[src/rtl/approx_mult_pkg.sv]
// approx_mult_pkg
// Shared definitions for the approximate multiplier pipeline:
//   - mode_e      : per-operand multiplication mode encoding
//   - MAX_PW      : widest product the helper functions handle (W <= 32)
//   - col_mask()  : keeps product columns at or above a truncation depth
//   - sat_add()   : unsigned add that clips at 2^width - 1
package approx_mult_pkg;

    typedef enum logic [1:0] {
        MODE_EXACT = 2'd0,
        MODE_TRUNC = 2'd1,
        MODE_COMP  = 2'd2,
        MODE_RSVD  = 2'd3
    } mode_e;

    localparam int MAX_PW = 64;

    // Bit i is set when column i survives truncation (i >= l).
    function automatic logic [MAX_PW-1:0] col_mask(input int l);
        logic [MAX_PW-1:0] m;
        m = '0;
        for (int i = 0; i < MAX_PW; i++) begin
            m[i] = (i >= l);
        end
        return m;
    endfunction

    // Sum of a and b clipped to the largest value representable in
    // 'width' bits; the 65-bit intermediate keeps the carry visible.
    function automatic logic [63:0] sat_add(input logic [63:0] a,
                                            input logic [63:0] b,
                                            input int          width);
        logic [64:0] s;
        logic [64:0] lim;
        s   = {1'b0, a} + {1'b0, b};
        lim = (65'd1 << width) - 65'd1;
        return (s > lim) ? lim[63:0] : s[63:0];
    endfunction

endpackage

[src/rtl/approx_mult_pipe_err_monitor.sv]
// approx_err_monitor
// Accumulates error statistics of the selected-mode product against the
// exact product for every result handed to the consumer.
// Ports:
//   clk, rst        : clock, synchronous active-high reset
//   clr             : clear all statistics (wins over a coinciding sample)
//   xfer            : an output transfer happens this cycle
//   z, z_exact      : selected-mode and exact products of that transfer
//   cnt             : number of samples since clear, saturating
//   sum             : sum of absolute errors, saturating
//   max             : largest absolute error seen
module approx_err_monitor
    import approx_mult_pkg::*;
#(
    parameter int PW    = 16,
    parameter int ACC_W = 32
) (
    input  logic             clk,
    input  logic             rst,
    input  logic             clr,
    input  logic             xfer,
    input  logic [PW-1:0]    z,
    input  logic [PW-1:0]    z_exact,
    output logic [ACC_W-1:0] cnt,
    output logic [ACC_W-1:0] sum,
    output logic [PW-1:0]    max
);

    logic [PW-1:0]    abs_err;
    logic [ACC_W-1:0] cnt_next;
    logic [ACC_W-1:0] sum_next;

    // |z_exact - z| without needing the sign bit of a wider difference:
    // both operands are unsigned, so subtracting the smaller from the
    // larger always fits in PW bits.
    always_comb begin
        abs_err  = (z_exact >= z) ? (z_exact - z) : (z - z_exact);
        cnt_next = ACC_W'(sat_add(64'(cnt), 64'd1, ACC_W));
        sum_next = ACC_W'(sat_add(64'(sum), 64'(abs_err), ACC_W));
    end

    // Clear has priority over a sample arriving in the same cycle, so
    // that sample is simply not counted.
    always_ff @(posedge clk) begin
        if (rst || clr) begin
            cnt <= '0;
            sum <= '0;
            max <= '0;
        end else if (xfer) begin
            cnt <= cnt_next;
            sum <= sum_next;
            if (abs_err > max) begin
                max <= abs_err;
            end
        end
    end

endmodule

[src/rtl/approx_mult_pipe.sv]
// approx_mult_pipe
// Three-stage pipelined unsigned W x W multiplier with a per-operand mode:
// exact, column-truncated (columns below L dropped) or truncated plus a
// 2^(L-1) compensation constant. The exact product is always produced
// alongside, and an error monitor keeps statistics on delivered results.
// Ports:
//   clk, rst               : clock, synchronous active-high reset
//   in_valid/in_ready      : operand handshake
//   x, y, mode             : operands and mode (3 behaves as exact)
//   out_valid/out_ready    : result handshake
//   z, z_exact             : selected-mode product, exact product
//   stat_clr               : clear statistics
//   stat_cnt/sum/max       : delivered count, error sum, max error
module approx_mult_pipe #(
    parameter int W     = 8,
    parameter int L     = 6,
    parameter int ACC_W = 32
) (
    input  logic             clk,
    input  logic             rst,
    input  logic             in_valid,
    output logic             in_ready,
    input  logic [W-1:0]     x,
    input  logic [W-1:0]     y,
    input  logic [1:0]       mode,
    output logic             out_valid,
    input  logic             out_ready,
    output logic [2*W-1:0]   z,
    output logic [2*W-1:0]   z_exact,
    input  logic             stat_clr,
    output logic [ACC_W-1:0] stat_cnt,
    output logic [ACC_W-1:0] stat_sum,
    output logic [2*W-1:0]   stat_max
);

    import approx_mult_pkg::*;

    localparam int PW = 2 * W;
    localparam int H  = W / 2;

    localparam logic [PW-1:0] MASK      = PW'(col_mask(L));
    localparam logic [PW-1:0] COMP_BIAS =
        (L > 0) ? (PW'(1) << ((L > 0) ? (L - 1) : 0)) : '0;

    // Stage registers
    logic          s1_valid;
    logic [W-1:0]  s1_x;
    logic [W-1:0]  s1_y;
    logic [1:0]    s1_mode;

    logic          s2_valid;
    logic [PW-1:0] s2_lo_exact;
    logic [PW-1:0] s2_hi_exact;
    logic [PW-1:0] s2_lo_trunc;
    logic [PW-1:0] s2_hi_trunc;
    logic [1:0]    s2_mode;

    logic          s3_valid;
    logic [PW-1:0] s3_z;
    logic [PW-1:0] s3_z_exact;

    logic adv1;
    logic adv2;
    logic adv3;

    // A stage may load when it is empty or its content moves on. Only
    // adv3 looks at out_ready, so out_valid stays a pure register output.
    assign adv3     = ~s3_valid | out_ready;
    assign adv2     = ~s2_valid | adv3;
    assign adv1     = ~s1_valid | adv2;
    assign in_ready = ~rst & adv1;

    assign out_valid = s3_valid;
    assign z         = s3_z;
    assign z_exact   = s3_z_exact;

    // Stage 1: capture operands and their mode.
    always_ff @(posedge clk) begin
        if (rst) begin
            s1_valid <= 1'b0;
            s1_x     <= '0;
            s1_y     <= '0;
            s1_mode  <= '0;
        end else if (adv1) begin
            s1_valid <= in_valid;
            s1_x     <= x;
            s1_y     <= y;
            s1_mode  <= mode;
        end
    end

    // Partial-product rows: row j is x shifted by j when y[j] is set.
    // The truncated row keeps only columns at or above L.
    logic [PW-1:0] row_exact [W];
    logic [PW-1:0] row_trunc [W];

    for (genvar j = 0; j < W; j++) begin : g_rows
        assign row_exact[j] = s1_y[j] ? (PW'(s1_x) << j) : '0;
        assign row_trunc[j] = row_exact[j] & MASK;
    end

    logic [PW-1:0] lo_exact;
    logic [PW-1:0] hi_exact;
    logic [PW-1:0] lo_trunc;
    logic [PW-1:0] hi_trunc;

    // Split the rows into a lower and an upper half so each stage only
    // carries half of the adder tree.
    always_comb begin
        lo_exact = '0;
        hi_exact = '0;
        lo_trunc = '0;
        hi_trunc = '0;
        for (int j = 0; j < W; j++) begin
            if (j < H) begin
                lo_exact = lo_exact + row_exact[j];
                lo_trunc = lo_trunc + row_trunc[j];
            end else begin
                hi_exact = hi_exact + row_exact[j];
                hi_trunc = hi_trunc + row_trunc[j];
            end
        end
    end

    // Stage 2: half-row partial sums, exact and masked.
    always_ff @(posedge clk) begin
        if (rst) begin
            s2_valid    <= 1'b0;
            s2_lo_exact <= '0;
            s2_hi_exact <= '0;
            s2_lo_trunc <= '0;
            s2_hi_trunc <= '0;
            s2_mode     <= '0;
        end else if (adv2) begin
            s2_valid    <= s1_valid;
            s2_lo_exact <= lo_exact;
            s2_hi_exact <= hi_exact;
            s2_lo_trunc <= lo_trunc;
            s2_hi_trunc <= hi_trunc;
            s2_mode     <= s1_mode;
        end
    end

    logic [PW-1:0] sum_exact;
    logic [PW-1:0] sum_trunc;
    logic [PW-1:0] z_sel;

    // Final adds and mode selection; the reserved encoding falls back
    // to the exact product. The compensated sum wraps modulo 2^PW.
    always_comb begin
        sum_exact = s2_lo_exact + s2_hi_exact;
        sum_trunc = s2_lo_trunc + s2_hi_trunc;
        case (mode_e'(s2_mode))
            MODE_TRUNC: z_sel = sum_trunc;
            MODE_COMP:  z_sel = sum_trunc + COMP_BIAS;
            default:    z_sel = sum_exact;
        endcase
    end

    // Stage 3: output register, held while the consumer stalls.
    always_ff @(posedge clk) begin
        if (rst) begin
            s3_valid   <= 1'b0;
            s3_z       <= '0;
            s3_z_exact <= '0;
        end else if (adv3) begin
            s3_valid   <= s2_valid;
            s3_z       <= z_sel;
            s3_z_exact <= sum_exact;
        end
    end

    approx_err_monitor #(
        .PW    (PW),
        .ACC_W (ACC_W)
    ) u_err_monitor (
        .clk     (clk),
        .rst     (rst),
        .clr     (stat_clr),
        .xfer    (s3_valid & out_ready),
        .z       (s3_z),
        .z_exact (s3_z_exact),
        .cnt     (stat_cnt),
        .sum     (stat_sum),
        .max     (stat_max)
    );

endmodule

[config.mk]
export PLATFORM = sky130hd
export DESIGN_NAME = approx_mult_pipe
export DESIGN_NICKNAME = d
export VERILOG_FILES = /design/src/rtl/approx_mult_pkg.sv /design/src/rtl/approx_mult_pipe_err_monitor.sv /design/src/rtl/approx_mult_pipe.sv
export SDC_FILE = /design/constraint.sdc
export NUM_CORES = 1
export LEC_CHECK = 0
export CORE_UTILIZATION = 40
export DETAILED_ROUTE_END_ITERATION = 12
export PLACE_DENSITY_LB_ADDON = 0.12
export SKIP_CTS_REPAIR_TIMING = 1
export SLEW_MARGIN = 10
export SYNTH_ARGS = -nofsm -noshare
export SYNTH_HDL_FRONTEND = slang
export SYNTH_SLANG_ARGS = --single-unit
[constraint.sdc]
create_clock -name clk -period 6.1 [get_ports clk]
set_clock_uncertainty 0.2 [all_clocks]
set_input_delay 0.61 -clock clk [delete_from_list [all_inputs] [get_ports clk]]
set_output_delay 0.61 -clock clk [all_outputs]
set_load 0.02 [all_outputs]
==> run metrics, run 1 <==
#FFs+latches synth approximately 180; Final Max Slew Viols 0; cells on worst reg2reg path 18; worst slack at placement 388 ps; vias per std cell between 5 and 6; yosys warns 0; clock-pin slew on the worst setup and hold paths 70 ps; placer congestion estimate 0.882; TritonCTS clock tree yes; Comb power frac 33.9%; share of cells above drive strength 1 between 4 and 5%; fmax 173 MHz; Post-Synth Adder-Cell Area 16.2%; clock root buffer clkbuf_16; mapped cell area 0.0127 mm2; H-tree depth 4; hold_sp s2_hi_exact[11]; max layer used met4; largest net degree at the start of global routing 62; antenna viol nets, final 0; number of synthesized flops with an enable pin 0; failing checks design-rule violations; worst skew pair latency 440 ps; Syn-to-layout area delta 17.4%; Final Hold Fails 0; main combinational cell family by area after synthesis compound AO/OA/AOI/OAI gates; die width 180 um; Post-DP HPWL 27,300 um; met2 WL 16,700 um; Starting Density 41.1%; most common cell in the netlist nand2_1; total grt overflow 0; number of global-route vias before repair 11,600; # nets final 1,864; Post-Route M1 WL 16,800 um; Die ar. 0.0324 mm2; WL per Instance 17.2 um; reg2reg start z[5]; Crit. Startpoint z[5]; syn avg cell area 7.80 um2; RR Endpoint u_err_monitor.sum[31]; PwrDens 238 mW/mm2; fillers 3,064; top cells by area, synth dfxtp_1, ha_1, nand2_1, a21oi_1, fa_1; multiplexer share of the synthesized area 0.890%; Core Box Area 0.0308 mm2; max_cap viols 0; gr usage total 22.9%; VDD IR max 202 uV; switching share of power between 30% and 40%; final setup vio count 0; WP data required 6250 ps; status finished with violations; clock tree buffer depth 2; drt total wl roughly 36,000 um; P_leak 6.04 nW; I/O pin total 137; final critical-path share of the clock period 94.6%; Synth Area in Simple Gates 20.8%; Flop pwr share between 30% and 40%; post-synthesis net count 1,790; Sw Pwr approximately 1.3 mW; Seq/Total Area, Yosys between 20% and 30%; ys async rst share 0%; design area 0.0149 mm2; Mapped Cells between 1,500 and 2,000; post-synth top area share ~28%; CP startpoint kind flip-flop; placed cell areas 0.0143 mm2; crit-path max FO 8; initial antenna violation count 0; CP Capture Type flip-flop; FP Rows 64; Tmin final 5770 ps; Pint 2.25 mW; Multi-input gate area 0.00832 mm2; leading area contributor after synthesis dfxtp_1; HP Class flip-flop to flip-flop; TritonCTS buffer count 17; setup ws final 330 ps; RSZ-0062 raised after global routing no; Slew @ Worst Pin 938 ps; worst path arrival time 5920 ps; Cells on Worst Hold Path 2; Clk pwr share 31.5%; via count 11,800; worst hold endpoint s2_hi_exact[11]; global-route wire length before repair 60,700 um; CTS sink count about 180; Synth cell types 77; IO Port Bufs 136; Seq. cell area between 0.003 and 0.004 mm2; main flop type after synthesis dfxtp_1; Worst R2R Setup Slack between 300 and 400 ps; crit path kind flip-flop to flip-flop; antenna fix cells 0; Rel. slew slack a little under two fifths; most frequent cells after synthesis nand2_1, dfxtp_1, a21oi_1; XOR/XNOR share of the synthesized area 4.78%; DRT iter0 DRCs 736; setup TNS 0 ps; met3 WL 2000 um; remaining routing DRC violations 16; Chip Height between 150 and 200 um; drt pass-1 iters 9; Synth Area in Compound Gates 23.0%
-- power by group through the flow --
stage	clock, mW	combinational, mW	sequential (mW)
after global placement	0	1.17	1.25
final	1.12	1.20	1.22
after global routing	1.19	1.33	1.23
after detailed placement	0	1.18	1.25
after CTS	1.14	1.19	1.22
after floorplan	0	0.843	1.25
-- worst max-delay path by stage --
stage	to	slack (ps)	cells after the start
after floorplan	u_err_monitor.sum[29]	850	19
after global placement	u_err_monitor.sum[31]	490	18
after detailed placement	u_err_monitor.sum[31]	390	18
after CTS	u_err_monitor.sum[31]	370	18
after global routing	u_err_monitor.sum[31]	10	18
final	u_err_monitor.sum[31]	330	18
-- critical path, stage by stage (launching register included) --
cell and delay (ps):
dfxtp_1 370, inv_1 60, ha_1 400, a2111o_1 390
o22a_2 270, o31a_4 390, o32a_1 380, a311oi_1 420
nand2_1 120, xor2_1 310, ha_1 330, a2111o_1 430
or2_2 280, a31o_2 220, a311oi_1 460, nor2_1 230
nand4_1 160, nor3_1 60, a211oi_1 200
-- metrics by stage --
step	power, mW	hold WS, ps	cells	utilization (%)
floorplan	2.09	232	1623	-
global placement	2.42	248	2074	46.3
detailed placement	2.43	250	2074	46.3
CTS	3.55	263	2106	48.2
global route	3.75	277	2106	48.2
finish	3.54	257	2106	48.2
-- cell usage in the layout (no fill, tap or decap), drive strengths merged, types with 12 or more instances in the layout --
master and instances:
inv 129, nand4 26, o21ai 78, a21oi 160, xor2 31, nand3 43, and2 41, ha 111
a21o 23, buf 19, xnor2 38, o21a 23, clkdlybuf4s50 135, fa 33, dfxtp 175, o21bai 12
a31oi 27, and3 19, a211oi 34, nand2 215, clkbuf 21, nor3 39, nor2 109
-- layer usage --
metal / vias up / track usage [%]
li1: 5840 / -
met1: 5599 / 30.2
met2: 309 / 38.3
met3: 52 / 3.69
met4: 0 / 7.24
met5: - / 0
-- cell families (layout without fill, tap and decap cells) --
kind of cell	Yosys count	in the layout
AND/OR/NAND/NOR	555	555
flip-flops	175	175
AO/OA/AOI/OAI	449	449
XOR/XNOR	69	69
buffers and inverters	220	307
adder cells (fa/ha/maj)	144	144
multiplexers	11	11
-- layout make-up --
type                            instances  area share, %
Clock inverter                         11          0.749
Inverter                              121           3.06
Sequential cell                       175           23.6
Clock buffer                           21           3.23
Multi-Input combinational cell       1228           56.0
Timing Repair Buffer                  154           10.1
Tap cell                              396           3.33
-- registers in the layout, summed over array words and instances (netlist names) --
signal             count
u_err_monitor.cnt     32
u_err_monitor.sum     32
u_err_monitor.max     16
z                     16
z_exact               16
s2_hi_exact           12
s2_lo_exact           12
s2_hi_trunc           10
s1_x                   8
s1_y                   8
s2_lo_trunc            6
s1_mode                2
s2_mode                2
out_valid              1
s1_valid               1
s2_valid               1
Note: power is estimated with default switching activity, not from simulation.
==> inputs of run 2 (changes only) <==
--- a/config.mk
+++ b/config.mk
@@ -5,6 +5,7 @@
 export SDC_FILE = /design/constraint.sdc
 export NUM_CORES = 1
 export LEC_CHECK = 0
+export CORE_ASPECT_RATIO = 1.1
 export CORE_UTILIZATION = 40
 export DETAILED_ROUTE_END_ITERATION = 12
 export PLACE_DENSITY_LB_ADDON = 0.12
==> run 2 against run 1 <==
Compared with the run above: the flow now finishes without violations; clock power hardly changed; fmax rose by 2.2%; global-route usage up 0.18 points; largest cell class unchanged; routed wire length unchanged; die area is essentially flat; critical endpoint unchanged; cell count is 0.71% higher; final area about the same.
==> run metrics, run 2 (synthesis gave the netlist of run 1 again) <==
Critical-path top delay cell a311oi_1; Post-DP HPWL 27,400 um; Cells after DPL 2,089; Crit. Startpoint z[5]; Tmin final 5650 ps; initial antenna violation count 1; final setup vio count 0; clock-pin slew on the worst setup and hold paths ~80 ps; Starting Density ~41%; gr usage total between 20% and 30%; Final Max Slew Viols 0; Core Box Area 0.0308 mm2; CP delay by family, top compound AO/OA/AOI/OAI gates; buffers plus inverters on the worst setup path 1; design area between 0.01 and 0.015 mm2; Slew @ Worst Pin 991 ps; P_leak 6.02 nW; Die ar. roughly 0.032 mm2; WP data required 6250 ps; drt pass-1 iters 6; DRT iter0 DRCs 850; reg2reg start z[5]; IO Port Bufs 136; CP startpoint kind flip-flop; Power Total roughly 3.5 mW; largest registers u_err_monitor.cnt (32), u_err_monitor.sum (32); fmax approximately 180 MHz; status finished clean; PwrDens 237 mW/mm2; Rel. slew slack 33.9%; antenna viol nets, final 0; slowest stage delay, CP 480 ps; number of global-route vias before repair 11,400; Syn-to-layout area delta 17.4%; remaining routing DRC violations 0; RSZ-0062 raised after global routing no; hold_sp s2_hi_exact[11]; worst path arrival time about 5800 ps; TritonCTS clock tree yes; VDD IR max 151 uV; hold slack approximately 260 ps; CP Capture Type flip-flop; drt total wl 36,300 um; setup TNS 0 ps; # nets final 1,861; crit path kind flip-flop to flip-flop; crit-path max FO 8; most frequent cells in the layout nand2_1, dfxtp_1, a21oi_1; CTS sink count 175; WL per Instance 17.1 um; worst skew pair latency 450 ps; fillers 3,123; I/O pin total around 140; FP Rows 67; antenna fix cells 0; vias per std cell 5.56; HP Class flip-flop to flip-flop; largest net degree at the start of global routing 65; placer congestion estimate 0.897; CP Cell Sequence inv_1, ha_1, a2111o_1, o22a_2, o31a_4, o32a_1, a311oi_1, nand2_1, xor2_1, ha_1, a2111o_1, or2_2, a31o_2, a311oi_2, nor2_1, nand4_1, nor3_1, a211oi_1; Post-Layout Cell Count 2,121; share of cells above drive strength 1 4.63%; H-tree depth 4; via count 11,800; TritonCTS buffer count 17; clock root buffer clkbuf_16; die width roughly 170 um; commonest non-fill, non-tap cell in the layout nand2_1; Final Hold Fails 0; placed cell areas 0.0143 mm2; Chip Height 189 um; global-route wire length before repair 59,800 um; final critical-path share of the clock period between 90 and 100%; clock tree buffer depth 2; max_cap viols 0; total grt overflow 0
==> run 2: where the power goes <==
| part | switching (mW) | internal [mW] |
|---|---|---|
| Sequential | 0.0456 | 1.18 |
| Clock | 0.550 | 0.585 |
| Combinational | 0.698 | 0.470 |
==> run 2: metal layers <==
metal	track usage (%)	share of wire (%)	up-vias
li1	-	-	5833
met1	30.6	47	5658
met2	38.4	47	254
met3	3.86	4.8	36
met4	6.39	1.9	2
met5	0	0.036	-
==> run 2: final cells by class <==
class | count | area, um2 | share of cell area [%]
Multi-Input combinational cell | 1228 | 8320 | 56.0
Sequential cell | 175 | 3500 | 23.6
Timing Repair Buffer | 151 | 1470 | 9.90
Tap cell | 414 | 518 | 3.49
Inverter | 121 | 454 | 3.06
Clock buffer | 17 | 425 | 2.86
Clock inverter | 15 | 165 | 1.11
==> run 2: tightest hold or removal path: stages, from the launching register on <==
cell	delay, ps
dfxtp_1	320
nand2_1	50
a21oi_1	50
==> run 2: through the flow <==
step	util (%)	worst slack (ps)
final	48.3	453
after CTS	48.3	291
after global routing	48.3	142
after detailed placement	46.4	356
after global placement	46.4	440
after floorplan	-	847
==> run 2: worst paths after layout <==
kind | end | slack [ps] | cells past startpoint
setup reg to reg | u_err_monitor.sum[31] | 450 | 18
setup / recovery | u_err_monitor.sum[31] | 450 | 18
hold reg to reg | s2_hi_exact[11] | 260 | 2
hold / removal | s2_hi_exact[11] | 260 | 2
==> inputs of run 3 (changes only) <==
--- a/config.mk
+++ b/config.mk
@@ -5,6 +5,7 @@
 export SDC_FILE = /design/constraint.sdc
 export NUM_CORES = 1
 export LEC_CHECK = 0
+export ABC_AREA = 1
 export CORE_ASPECT_RATIO = 1.1
 export CORE_UTILIZATION = 40
 export DETAILED_ROUTE_END_ITERATION = 12
==> constraint.sdc (replaced) <==
create_clock -name clk -period 6.8 [get_ports clk]
set_clock_uncertainty 0.2 [all_clocks]
set_input_delay 0.68 -clock clk [delete_from_list [all_inputs] [get_ports clk]]
set_output_delay 0.68 -clock clk [all_outputs]
set_load 0.02 [all_outputs]
==> run 3 against run 2 <==
Compared with the run above: fmax increased by 3.1%; largest cell class unchanged; combinational power increased by 6%; sequential cell count unchanged; sequential share of layout area decreased by 1.4 points; final area increased by 6.1%; via count increased by 11%; non-clock buffer count decreased by 7; critical path type unchanged; global-route usage increased by 0.65 points.
==> run metrics, run 3 <==
Tmin final 5480 ps; Rel. slew slack 23.2%; worst skew pair latency 450 ps; H-tree depth 4; multiplexer share of the synthesized area less than 1%; Starting Density around two fifths; DRT iter0 DRCs 728; syn avg cell area 6.62 um2; clock tree buffer depth 2; total grt overflow 0; CP Capture Type flip-flop; Seq. cell area 0.00350 mm2; final critical-path share of the clock period between 80% and 90%; largest registers u_err_monitor.cnt (32), u_err_monitor.sum (32); Syn-to-layout area delta 16.8%; CP Cell Sequence inv_1, ha_1, nand2_1, inv_1, a21oi_1, o21bai_1, nand2_1, nand3_1, inv_1, o21ai_0, fa_1, a21oi_1, o21ai_1, nand2_1, nand2_1, a21o_1, nand2_1, nand2_1, nand3_1, nand2_1, inv_2, nand3_1, nand3_1, inv_1; leading area contributor after synthesis dfxtp_1; ys async rst share 0%; post-synth top area share between 20% and 30%; VDD IR max 169 uV; remaining routing DRC violations 0; vias per std cell 5.10; design area 0.0158 mm2; die width 177 um; Final Hold Fails 0; most frequent cells in the layout nand2_1, inv_1, nor2_1; number of synthesized flops with an enable pin 0; fmax 183 MHz; # nets final 2,293; most common cell in the netlist nand2_1; #FFs+latches synth roughly 180; antenna fix cells 0; clock-pin slew on the worst setup and hold paths 70 ps; CTS sink count 175; global-route wire length before repair 65,300 um; TritonCTS clock tree yes; final setup vio count 0; share of cells above drive strength 1 4.07%; crit-path max FO 28; Synth Area in Simple Gates 23.7%; Mapped Cells 2,039; CP startpoint kind flip-flop; WP data required 6950 ps; XOR/XNOR share of the synthesized area 5.06%; crit path kind flip-flop to flip-flop; worst path arrival time about 5600 ps; Chip Height 195 um; most frequent cells after synthesis nand2_1, inv_1, nor2_1; setup TNS 0 ps; main flop type after synthesis dfxtp_1; placed cell areas 0.0152 mm2; yosys warns 0; largest net degree at the start of global routing 81; initial antenna violation count 0; HP Class flip-flop to flip-flop; gr usage total between 20% and 30%; placer congestion estimate 0.935; main combinational cell family by area after synthesis simple AND/OR/NAND/NOR gates; clock root buffer clkbuf_16; Final Max Slew Viols 0; Die ar. 0.0345 mm2; I/O pin total approximately 140; fillers ~3,500; PwrDens around 220 mW/mm2; drt pass-1 iters 5; CP dominant cell by count nand2_1; Synth Area in Compound Gates 19.0%; max_cap viols 0; P_leak between 7 and 8 nW; status finished clean; Post-Synth Adder-Cell Area around 15%; number of global-route vias before repair 12,500; Post-DP HPWL 31,700 um; RSZ-0062 raised after global routing no; drt total wl 40,300 um; Core Box Area 0.0333 mm2; TritonCTS buffer count 17; commonest non-fill, non-tap cell in the layout nand2_1; antenna viol nets, final 0; WL per Instance 15.7 um; CP delay by family, top simple AND/OR/NAND/NOR gates; Critical-path top delay cell fa_1; via count between 10,000 and 15,000; mapped cell area 0.0135 mm2; post-synthesis net count 2,206; IO Port Bufs 136; Synth cell types 45; slowest stage delay, CP 510 ps; Multi-input gate area 0.00853 mm2; top cells by area, synth dfxtp_1, nand2_1, ha_1, inv_1, a21oi_1; buffers plus inverters on the worst setup path 5; Seq/Total Area, Yosys 25.9%; Slew @ Worst Pin 1140 ps; FP Rows 70
[run 3: cell types whose count changed after synthesis, sizes merged, moves of 20 or more]
| cell | change |
|---|---|
| xor2 | +29 |
| a21oi | +52 |
| nand2 | +211 |
| and2 | -41 |
| inv | +188 |
| nand3 | +44 |
| xnor2 | -20 |
| nor2 | +122 |
| clkbuf | -23 |
| a211oi | -31 |
| o21ai | +109 |
[run 3: stage by stage]
stage,util [%],hold WS (ps),setup WS (ps),power (mW),std cells
after CTS,47.4,275,1320,3.43,2571
after global placement,45.6,262,1540,2.36,2539
final,47.4,277,1320,3.40,2571
after detailed placement,45.6,264,1350,2.37,2539
after floorplan,-,236,2590,2.02,2039
after global routing,47.4,303,763,3.65,2571
[run 3: worst register-to-register path, cell delays in order, from the launching register on]
cell and delay (ps):
dfxtp_1 380, inv_1 60, ha_1 390, nand2_1 170, inv_1 60, a21oi_1 310, o21bai_1 150, nand2_1 80
nand3_1 430, inv_1 500, o21ai_0 320, fa_1 520, a21oi_1 170, o21ai_1 120, nand2_1 80, nand2_1 80
a21o_1 190, nand2_1 60, nand2_1 140, nand3_1 110, nand2_1 120, inv_2 450, nand3_1 140, nand3_1 90
inv_1 50
[run 3: logic make-up after synthesis]
kind of cell | after synthesis
simple gates | 790
compound gates | 462
buf+inv | 389
flops | 175
fa+ha+maj | 144
xor+xnor | 78
mux | 1
[run 3: metal layers]
layer  global-route usage, %  vias up  wire (um)
li1                        -     6722          -
met1                    30.1     6090      18200
met2                    40.4      239      19200
met3                    3.21       56       1480
met4                    9.16        0       1330
met5                       0        -          0
[run 3: final timing paths]
kind / start / depth (start not counted) / to / slack [ps]
max: z[2] / 24 / u_err_monitor.sum[29] / 1320
min: s2_hi_exact[4] / 2 / s2_hi_exact[4] / 280
max reg2reg: z[2] / 24 / u_err_monitor.sum[29] / 1320
min reg2reg: s2_hi_exact[4] / 2 / s2_hi_exact[4] / 280
[run 3: where the power goes]
part / leakage (nW) / internal, mW / switching [mW] / total [mW]
clock: 0.294 / 0.566 / 0.486 / 1.05
combinational: 5.66 / 0.435 / 0.807 / 1.24
sequential: 1.42 / 1.06 / 0.0470 / 1.11
[run 3: area by class of cell]
cell class	instances	share of cell area, %
Inverter	313	7.45
Sequential cell	175	22.2
Tap cell	432	3.43
Timing Repair Buffer	144	8.98
Clock inverter	14	1.06
Clock buffer	18	2.79
Multi-Input combinational cell	1475	54.1
